**config.mk**
```make
export PLATFORM = sky130hd
export DESIGN_NAME = axis_cmd_parser
export DESIGN_NICKNAME = d
export VERILOG_FILES = /design/src/rtl/axis_cmd_parser_pkg.sv /design/src/rtl/axis_cmd_validator.sv /design/src/rtl/axis_cmd_parser.sv
export SDC_FILE = /design/constraint.sdc
export NUM_CORES = 1
export LEC_CHECK = 0
export ABC_AREA = 1
export CAP_MARGIN = 5
export CORE_UTILIZATION = 60
export CTS_BUF_LIST = sky130_fd_sc_hd__clkbuf_16
export CTS_CLUSTER_DIAMETER = 30
export DETAILED_ROUTE_END_ITERATION = 10
export GPL_ROUTABILITY_DRIVEN = 0
export PLACE_DENSITY = 0.86
export SLEW_MARGIN = 20
export SYNTH_ARGS = -nofsm -noshare
export SYNTH_HDL_FRONTEND = slang
export SYNTH_SLANG_ARGS = --single-unit
```
**constraint.sdc**
```tcl
create_clock -name aclk -period 6.1 [get_ports aclk]
set_input_delay 1.22 -clock aclk [delete_from_list [all_inputs] [get_ports aclk]]
set_output_delay 1.22 -clock aclk [all_outputs]
set_load 0.02 [all_outputs]
```
**src/rtl/axis_cmd_parser_pkg.sv**
```systemverilog
// Shared definitions for the command parser: opcodes, packet word indices,
// FSM state encoding and the shadow/command field bundle.
package axis_cmd_parser_pkg;

  localparam logic [7:0] OP_NOP    = 8'h00;
  localparam logic [7:0] OP_WRITE  = 8'h01;
  localparam logic [7:0] OP_READ   = 8'h02;
  localparam logic [7:0] OP_WR_RD  = 8'h03;

  localparam logic [7:0] SYNC_BYTE_DEFAULT = 8'hA5;

  localparam int CMD_WORDS = 7;

  localparam logic [2:0] W_CODE    = 3'd0;
  localparam logic [2:0] W_WR_BANK = 3'd1;
  localparam logic [2:0] W_WR_ADDR = 3'd2;
  localparam logic [2:0] W_WR_CNT  = 3'd3;
  localparam logic [2:0] W_RD_BANK = 3'd4;
  localparam logic [2:0] W_RD_ADDR = 3'd5;
  localparam logic [2:0] W_RD_CNT  = 3'(CMD_WORDS - 1);

  // Write bank field is 5 bits wide but only banks 0..15 exist in the mover.
  localparam logic [4:0] WR_BANK_MAX = 5'd15;

  typedef enum logic [1:0] {
    ST_IDLE  = 2'd0,
    ST_RECV  = 2'd1,
    ST_EXEC  = 2'd2,
    ST_DRAIN = 2'd3
  } state_e;

  typedef struct packed {
    logic [7:0]  code;
    logic [4:0]  wr_bram_start;
    logic [4:0]  wr_bram_end;
    logic [15:0] wr_addr_start;
    logic [15:0] wr_addr_count;
    logic [2:0]  rd_bram_start;
    logic [2:0]  rd_bram_end;
    logic [15:0] rd_addr_start;
    logic [15:0] rd_addr_count;
  } cmd_fields_t;

endpackage

```
**src/rtl/axis_cmd_validator.sv**
```systemverilog
// Combinational sanity check of a fully assembled command before it is
// handed to the mover.
module axis_cmd_validator
  import axis_cmd_parser_pkg::*;
(
  input  cmd_fields_t fields,
  output logic        pass
);

  logic is_write;
  logic is_read;
  logic code_bad;
  logic wr_bad;
  logic rd_bad;

  always_comb begin
    is_write = (fields.code == OP_WRITE) || (fields.code == OP_WR_RD);
    is_read  = (fields.code == OP_READ)  || (fields.code == OP_WR_RD);
    code_bad = fields.code > OP_WR_RD;
    wr_bad   = is_write && ((fields.wr_bram_start > fields.wr_bram_end) ||
                            (fields.wr_bram_end > WR_BANK_MAX) ||
                            (fields.wr_addr_count == 16'd0));
    rd_bad   = is_read  && ((fields.rd_bram_start > fields.rd_bram_end) ||
                            (fields.rd_addr_count == 16'd0));
    pass     = !(code_bad || wr_bad || rd_bad);
  end

endmodule

```
**src/rtl/axis_cmd_parser.sv**
```systemverilog
// Receives 7-word command packets on AXI-Stream, validates them and commits
// the fields atomically to the mover's control inputs until it reports done.
module axis_cmd_parser
  import axis_cmd_parser_pkg::*;
#(
  parameter int         CMD_WIDTH     = 16,
  parameter logic [7:0] SYNC_BYTE     = SYNC_BYTE_DEFAULT,
  parameter int         ERR_CNT_WIDTH = 8
) (
  input  logic                     aclk,
  input  logic                     areset,
  input  logic [CMD_WIDTH-1:0]     s_axis_cmd_tdata,
  input  logic                     s_axis_cmd_tvalid,
  output logic                     s_axis_cmd_tready,
  input  logic                     s_axis_cmd_tlast,
  output logic [7:0]               Instruction_code,
  output logic [4:0]               wr_bram_start,
  output logic [4:0]               wr_bram_end,
  output logic [15:0]              wr_addr_start,
  output logic [15:0]              wr_addr_count,
  output logic [2:0]               rd_bram_start,
  output logic [2:0]               rd_bram_end,
  output logic [15:0]              rd_addr_start,
  output logic [15:0]              rd_addr_count,
  input  logic                     write_done,
  input  logic                     read_done,
  output logic                     cmd_busy,
  output logic                     cmd_error,
  output logic [ERR_CNT_WIDTH-1:0] err_count
);

  state_e                   state_q, state_d;
  logic [2:0]               idx_q, idx_d;
  cmd_fields_t              shadow_q, shadow_d;
  cmd_fields_t              out_q, out_d;
  logic                     busy_q, busy_d;
  logic                     error_q, error_d;
  logic                     tready_q, tready_d;
  logic                     wd_seen_q, wd_seen_d;
  logic                     rd_seen_q, rd_seen_d;
  logic [ERR_CNT_WIDTH-1:0] err_cnt_q, err_cnt_d;

  logic [15:0] word;
  logic        accept;
  logic        val_pass;
  logic        err_event;
  logic        wd_now;
  logic        rd_now;
  logic        exec_done;
  logic        unused_tdata;

  assign word         = s_axis_cmd_tdata[15:0];
  assign accept       = s_axis_cmd_tvalid && tready_q;
  assign unused_tdata = ^s_axis_cmd_tdata;

  // Shadow register collects the packet; validator sees it including the word in flight.
  always_comb begin
    shadow_d = shadow_q;
    if (accept && (state_q == ST_IDLE) && (word[15:8] == SYNC_BYTE)) begin
      shadow_d.code = word[7:0];
    end else if (accept && (state_q == ST_RECV)) begin
      case (idx_q)
        W_WR_BANK: begin
          shadow_d.wr_bram_end   = word[12:8];
          shadow_d.wr_bram_start = word[4:0];
        end
        W_WR_ADDR: shadow_d.wr_addr_start = word;
        W_WR_CNT:  shadow_d.wr_addr_count = word;
        W_RD_BANK: begin
          shadow_d.rd_bram_end   = word[10:8];
          shadow_d.rd_bram_start = word[2:0];
        end
        W_RD_ADDR: shadow_d.rd_addr_start = word;
        W_RD_CNT:  shadow_d.rd_addr_count = word;
        default: ;
      endcase
    end
  end

  axis_cmd_validator u_validator (
    .fields (shadow_d),
    .pass   (val_pass)
  );

  always_comb begin
    state_d   = state_q;
    idx_d     = idx_q;
    out_d     = out_q;
    busy_d    = (state_q == ST_EXEC) ? busy_q : 1'b0;
    error_d   = error_q;
    err_cnt_d = err_cnt_q;
    wd_seen_d = wd_seen_q;
    rd_seen_d = rd_seen_q;
    err_event = 1'b0;
    wd_now    = wd_seen_q || write_done;
    rd_now    = rd_seen_q || read_done;

    case (out_q.code)
      OP_WRITE: exec_done = wd_now;
      OP_READ:  exec_done = rd_now;
      OP_WR_RD: exec_done = wd_now && rd_now;
      default:  exec_done = 1'b1;
    endcase

    case (state_q)
      ST_IDLE: begin
        if (accept) begin
          if ((word[15:8] == SYNC_BYTE) && !s_axis_cmd_tlast) begin
            idx_d   = W_WR_BANK;
            state_d = ST_RECV;
          end else begin
            err_event = 1'b1;
            state_d   = s_axis_cmd_tlast ? ST_IDLE : ST_DRAIN;
          end
        end
      end
      ST_RECV: begin
        if (accept) begin
          if (idx_q == W_RD_CNT) begin
            if (!s_axis_cmd_tlast) begin
              err_event = 1'b1;
              state_d   = ST_DRAIN;
            end else if (val_pass) begin
              out_d   = shadow_d;
              busy_d  = 1'b1;
              error_d = 1'b0;
              state_d = (shadow_d.code == OP_NOP) ? ST_IDLE : ST_EXEC;
            end else begin
              err_event = 1'b1;
              state_d   = ST_IDLE;
            end
          end else if (s_axis_cmd_tlast) begin
            err_event = 1'b1;
            state_d   = ST_IDLE;
          end else begin
            idx_d = idx_q + 3'd1;
          end
        end
      end
      ST_EXEC: begin
        if (exec_done) begin
          out_d.code = OP_NOP;
          busy_d     = 1'b0;
          wd_seen_d  = 1'b0;
          rd_seen_d  = 1'b0;
          state_d    = ST_IDLE;
        end else begin
          wd_seen_d = wd_now;
          rd_seen_d = rd_now;
        end
      end
      ST_DRAIN: begin
        if (accept && s_axis_cmd_tlast) begin
          state_d = ST_IDLE;
        end
      end
      default: state_d = ST_IDLE;
    endcase

    if (err_event) begin
      error_d = 1'b1;
      if (err_cnt_q != {ERR_CNT_WIDTH{1'b1}}) begin
        err_cnt_d = err_cnt_q + 1'b1;
      end
    end

    tready_d = (state_d != ST_EXEC);
  end

  always_ff @(posedge aclk) begin
    if (areset) begin
      state_q   <= ST_IDLE;
      idx_q     <= 3'd0;
      shadow_q  <= '0;
      out_q     <= '0;
      busy_q    <= 1'b0;
      error_q   <= 1'b0;
      err_cnt_q <= '0;
      tready_q  <= 1'b1;
      wd_seen_q <= 1'b0;
      rd_seen_q <= 1'b0;
    end else begin
      state_q   <= state_d;
      idx_q     <= idx_d;
      shadow_q  <= shadow_d;
      out_q     <= out_d;
      busy_q    <= busy_d;
      error_q   <= error_d;
      err_cnt_q <= err_cnt_d;
      tready_q  <= tready_d;
      wd_seen_q <= wd_seen_d;
      rd_seen_q <= rd_seen_d;
    end
  end

  assign s_axis_cmd_tready = tready_q;
  assign Instruction_code  = out_q.code;
  assign wr_bram_start     = out_q.wr_bram_start;
  assign wr_bram_end       = out_q.wr_bram_end;
  assign wr_addr_start     = out_q.wr_addr_start;
  assign wr_addr_count     = out_q.wr_addr_count;
  assign rd_bram_start     = out_q.rd_bram_start;
  assign rd_bram_end       = out_q.rd_bram_end;
  assign rd_addr_start     = out_q.rd_addr_start;
  assign rd_addr_count     = out_q.rd_addr_count;
  assign cmd_busy          = busy_q;
  assign cmd_error         = error_q;
  assign err_count         = err_cnt_q;

endmodule
```
==> impl_metrics.json <==
{
  "status": "finished clean",
  "ys_ff_latch": 194,
  "tritoncts": "yes",
  "areaGrowthSynthToFinish_pct": 19.0,
  "cp_slowest_cell": "clkdlybuf4s50_1",
  "portBuffers": 120,
  "vias": 8460,
  "crit_type": "input pin to register",
  "cts_max_path_buffers": 2,
  "synth_area_um2": 9260,
  "holdWs_ns": 0.446,
  "dp.cells": 1564,
  "synthXorXnorAreaFrac": 0.00568,
  "synth_enable_flop_cells": 0,
  "yosysUniqueCellTypes": 42,
  "stdcell_count": 1596,
  "core_area_um2": 15100,
  "cp.required_ns": 6.46,
  "clock_latency_ns": 0.44,
  "viasPerCell": 5.30,
  "cp-startpoint": "s_axis_cmd_tdata[11]",
  "syn_nets": 1355,
  "setup.worst_path.start_class": "input pin",
  "slew_viol_final": 0,
  "clock-sinks": 194,
  "h-tree-depth": 4,
  "routed_wl_um": 22500,
  "die_h_um": 126,
  "drv_cap": 0,
  "final_hold_viol_count": 0,
  "num_antenna_cells": 0,
  "rows": 45,
  "cts_hold_buf": 0,
  "reg2reg_slack_ns": 1.48,
  "reg2reg_to": "rd_addr_start[9]$_SDFFE_PP0P_",
  "ant_nets": 0,
  "antenna_found_initial": 0,
  "total_power_mw": 3.03,
  "yosysSeqAreaShare": 0.420,
  "cts.clk_slew.worst_paths_ns": 0.07,
  "ys_warn_count": 0,
  "fin_skew_ns": 0.00738,
  "fp.dieW_um": 126,
  "ios": 121,
  "grt_setup_unrepaired": "no",
  "post_cts_resized": 0,
  "critPathMaxStageDelay_ns": 0.62,
  "drt-initial-drc-count": 830,
  "arrival_ns": 5.39,
  "grt_max_degree": 97,
  "post_drt_wl_per_cell_um": 14.1,
  "power_density_nw_per_um2": 275,
  "grt_pass1_wl_um": 36400,
  "yosys.area_share.simple": 0.244,
  "final_core_util": 0.727,
  "grt_use_total": 0.285,
  "p_clk_frac": 0.375,
  "fin_setup_tns_ns": 0,
  "synth_compound_area_frac": 0.184,
  "cp_max_fo": 96,
  "yosys.area_share.adder": 0.0257,
  "dp_hpwl_um": 14900,
  "final_cell_area_um2": 11000,
  "synth_ff_type": "dfxtp_1",
  "max_freq_ghz": 0.199,
  "numCtsBuffers": 17,
  "place_ws_ns": 0.792,
  "rr_worst_depth": 19,
  "pwr-share-seq": 0.440,
  "synthCells": 1314,
  "synthMuxAreaShare": 0,
  "dpl-instance-area_um2": 10400,
  "tightest_slew_ns": 1.08,
  "worstHoldPathType": "register to register",
  "holdPathEnd": "wr_addr_start[8]$_SDFFE_PP0P_",
  "p_sw_frac": 0.300,
  "hold_depth": 2,
  "die-area_um2": 15900,
  "timing.critical_path.buf_inv": 4,
  "synth-async-reset-ratio": 0,
  "overflow": 0,
  "drive_above_1_share": 0.0739,
  "cts_setup_buffers": 0,
  "crit_path_frequent_cell": "nand2_1",
  "cts-root-buf": "clkbuf_16",
  "ir_worst_vdd_mv": 0.200,
  "fin_nets": 1436,
  "drcViolationCount": 0,
  "first_pass_iters": 6,
  "setup_viol": 0,
  "syn_area_per_cell_um2": 7.04,
  "p_leak_nw": 4.93,
  "cp_cell_sequence": "clkdlybuf4s50_1, inv_2, nand2_1, nor2_1, nand3_2, nand4_1, o21ai_0, inv_1, ha_1, nand2_1, o21ai_0, nand2_1, nand2_1, nand2_1, nand2_2, nor2_4, nand3_4, buf_12, o21ai_0, a21oi_1",
  "slew_headroom": 0.281,
  "synth_top_family_by_area": "simple AND/OR/NAND/NOR gates",
  "setup_slack_ns": 1.07,
  "internal-power_mw": 2.12,
  "critical_path.top_delay_family": "simple AND/OR/NAND/NOR gates",
  "min_period_ns": 5.03,
  "pwr-share-comb": 0.185,
  "cp-end-kind": "register",
  "start_util": 0.611,
  "hp-start": "wr_addr_start[8]$_SDFFE_PP0P_",
  "r2r_start": "state_q[1]$_SDFF_PP0_",
  "period_share": 0.824,
  "grt_pass1_vias": 7668,
  "switchingPower_mw": 0.908
}
==> flip-flops by register name, summed over array words and instances, names as in the netlist <==
name               cells
shadow_q              88
rd_addr_count         16
rd_addr_start         16
wr_addr_count         16
wr_addr_start         16
Instruction_code       8
err_count              8
wr_bram_end            5
wr_bram_start          5
idx_q                  3
rd_bram_end            3
rd_bram_start          3
state_q                2
cmd_busy               1
cmd_error              1
rd_seen_q              1
s_axis_cmd_tready      1
wd_seen_q              1
==> cells by family after synthesis <==
kind of cell	after synthesis
xor+xnor	6
compound gates	270
fa+ha+maj	19
simple gates	556
buf+inv	269
flops	194
==> power by group through the flow <==
stage | logic [mW] | clock network, mW | registers (mW)
after floorplan | 0.371 | 0 | 1.38
after global placement | 0.535 | 0 | 1.36
after detailed placement | 0.546 | 0 | 1.36
after CTS | 0.554 | 1.14 | 1.33
after global routing | 0.612 | 1.19 | 1.34
final | 0.562 | 1.14 | 1.33
==> cells in the mapped netlist, types with 10 or more instances <==
library cell  count  area (µm²)
dfxtp_1         194        3880
nand2_1         345        1290
a211oi_2         41         513
buf_2            14        70.1
inv_1           190         713
nand4_1          13        81.3
ha_1             19         238
a21oi_1          96         480
clkbuf_1         38         143
o21ai_0         107         536
nand3_1          28         140
buf_6            10         113
o21ai_1          10        50.1
nor2_1          152         571
==> cell type report <==
class | instances | area, µm²
clock buffer | 17 | 425
clock inverter | 15 | 169
fill | 1152 | 4130
inverter | 200 | 753
multi-input combinational | 851 | 4250
sequential | 194 | 3880
tap | 188 | 235
timing repair buffer | 131 | 1310
==> per-layer routing <==
metal	GRT usage	vias up	wire, µm
met5	0	-	0
met4	0.159	0	923
met3	0.0510	58	1490
met2	0.472	316	10600
met1	0.351	3812	9530
li1	-	4274	-
==> worst reg2reg max path, cell delays in order, from the launching register on <==
cell and delay (ns):
dfxtp_1 0.36, inv_1 0.14, ha_1 0.46, inv_4 0.13, nor2_8 0.47, nand4_1 0.49, o21ai_0 0.62, inv_1 0.14
ha_1 0.32, nand2_1 0.05, o21ai_0 0.14, nand2_1 0.09, nand2_1 0.08, nand2_1 0.07, nand2_2 0.11, nor2_4 0.05
nand3_4 0.11, buf_12 0.31, o21ai_0 0.24, a21oi_1 0.16
==> how the worst max path moves through the flow <==
| stage | to | slack [ns] | cells after the start |
|---|---|---|---|
| finish | rd_addr_start[9]$_SDFFE_PP0P_ | 1.07 | 20 |
| global placement | wr_bram_start[4]$_SDFFE_PP0P_ | 0.83 | 21 |
| global route | rd_addr_start[9]$_SDFFE_PP0P_ | 0.73 | 20 |
| floorplan | wr_addr_count[10]$_SDFFE_PP0P_ | 1.90 | 25 |
| CTS | rd_addr_start[9]$_SDFFE_PP0P_ | 1.16 | 21 |
| detailed placement | rd_addr_start[0]$_SDFFE_PP0P_ | 0.79 | 20 |
==> cells in the final DEF (no fill, tap or decap), types with 3 or more instances in the layout <==
cell,count
nand2_2,3
inv_2,8
o21a_1,5
o21ai_0,107
dfxtp_1,194
a21oi_1,96
clkdlybuf4s50_1,119
nand3_1,28
o21ai_1,10
nor2_1,152
nand4_1,13
clkinvlp_4,3
a211oi_2,41
xor2_1,5
nor3_1,3
ha_1,19
nand2_1,345
inv_1,193
bufinv_16,3
buf_4,10
clkbuf_16,17
No activity file was read; power rests on OpenSTA's default activity.
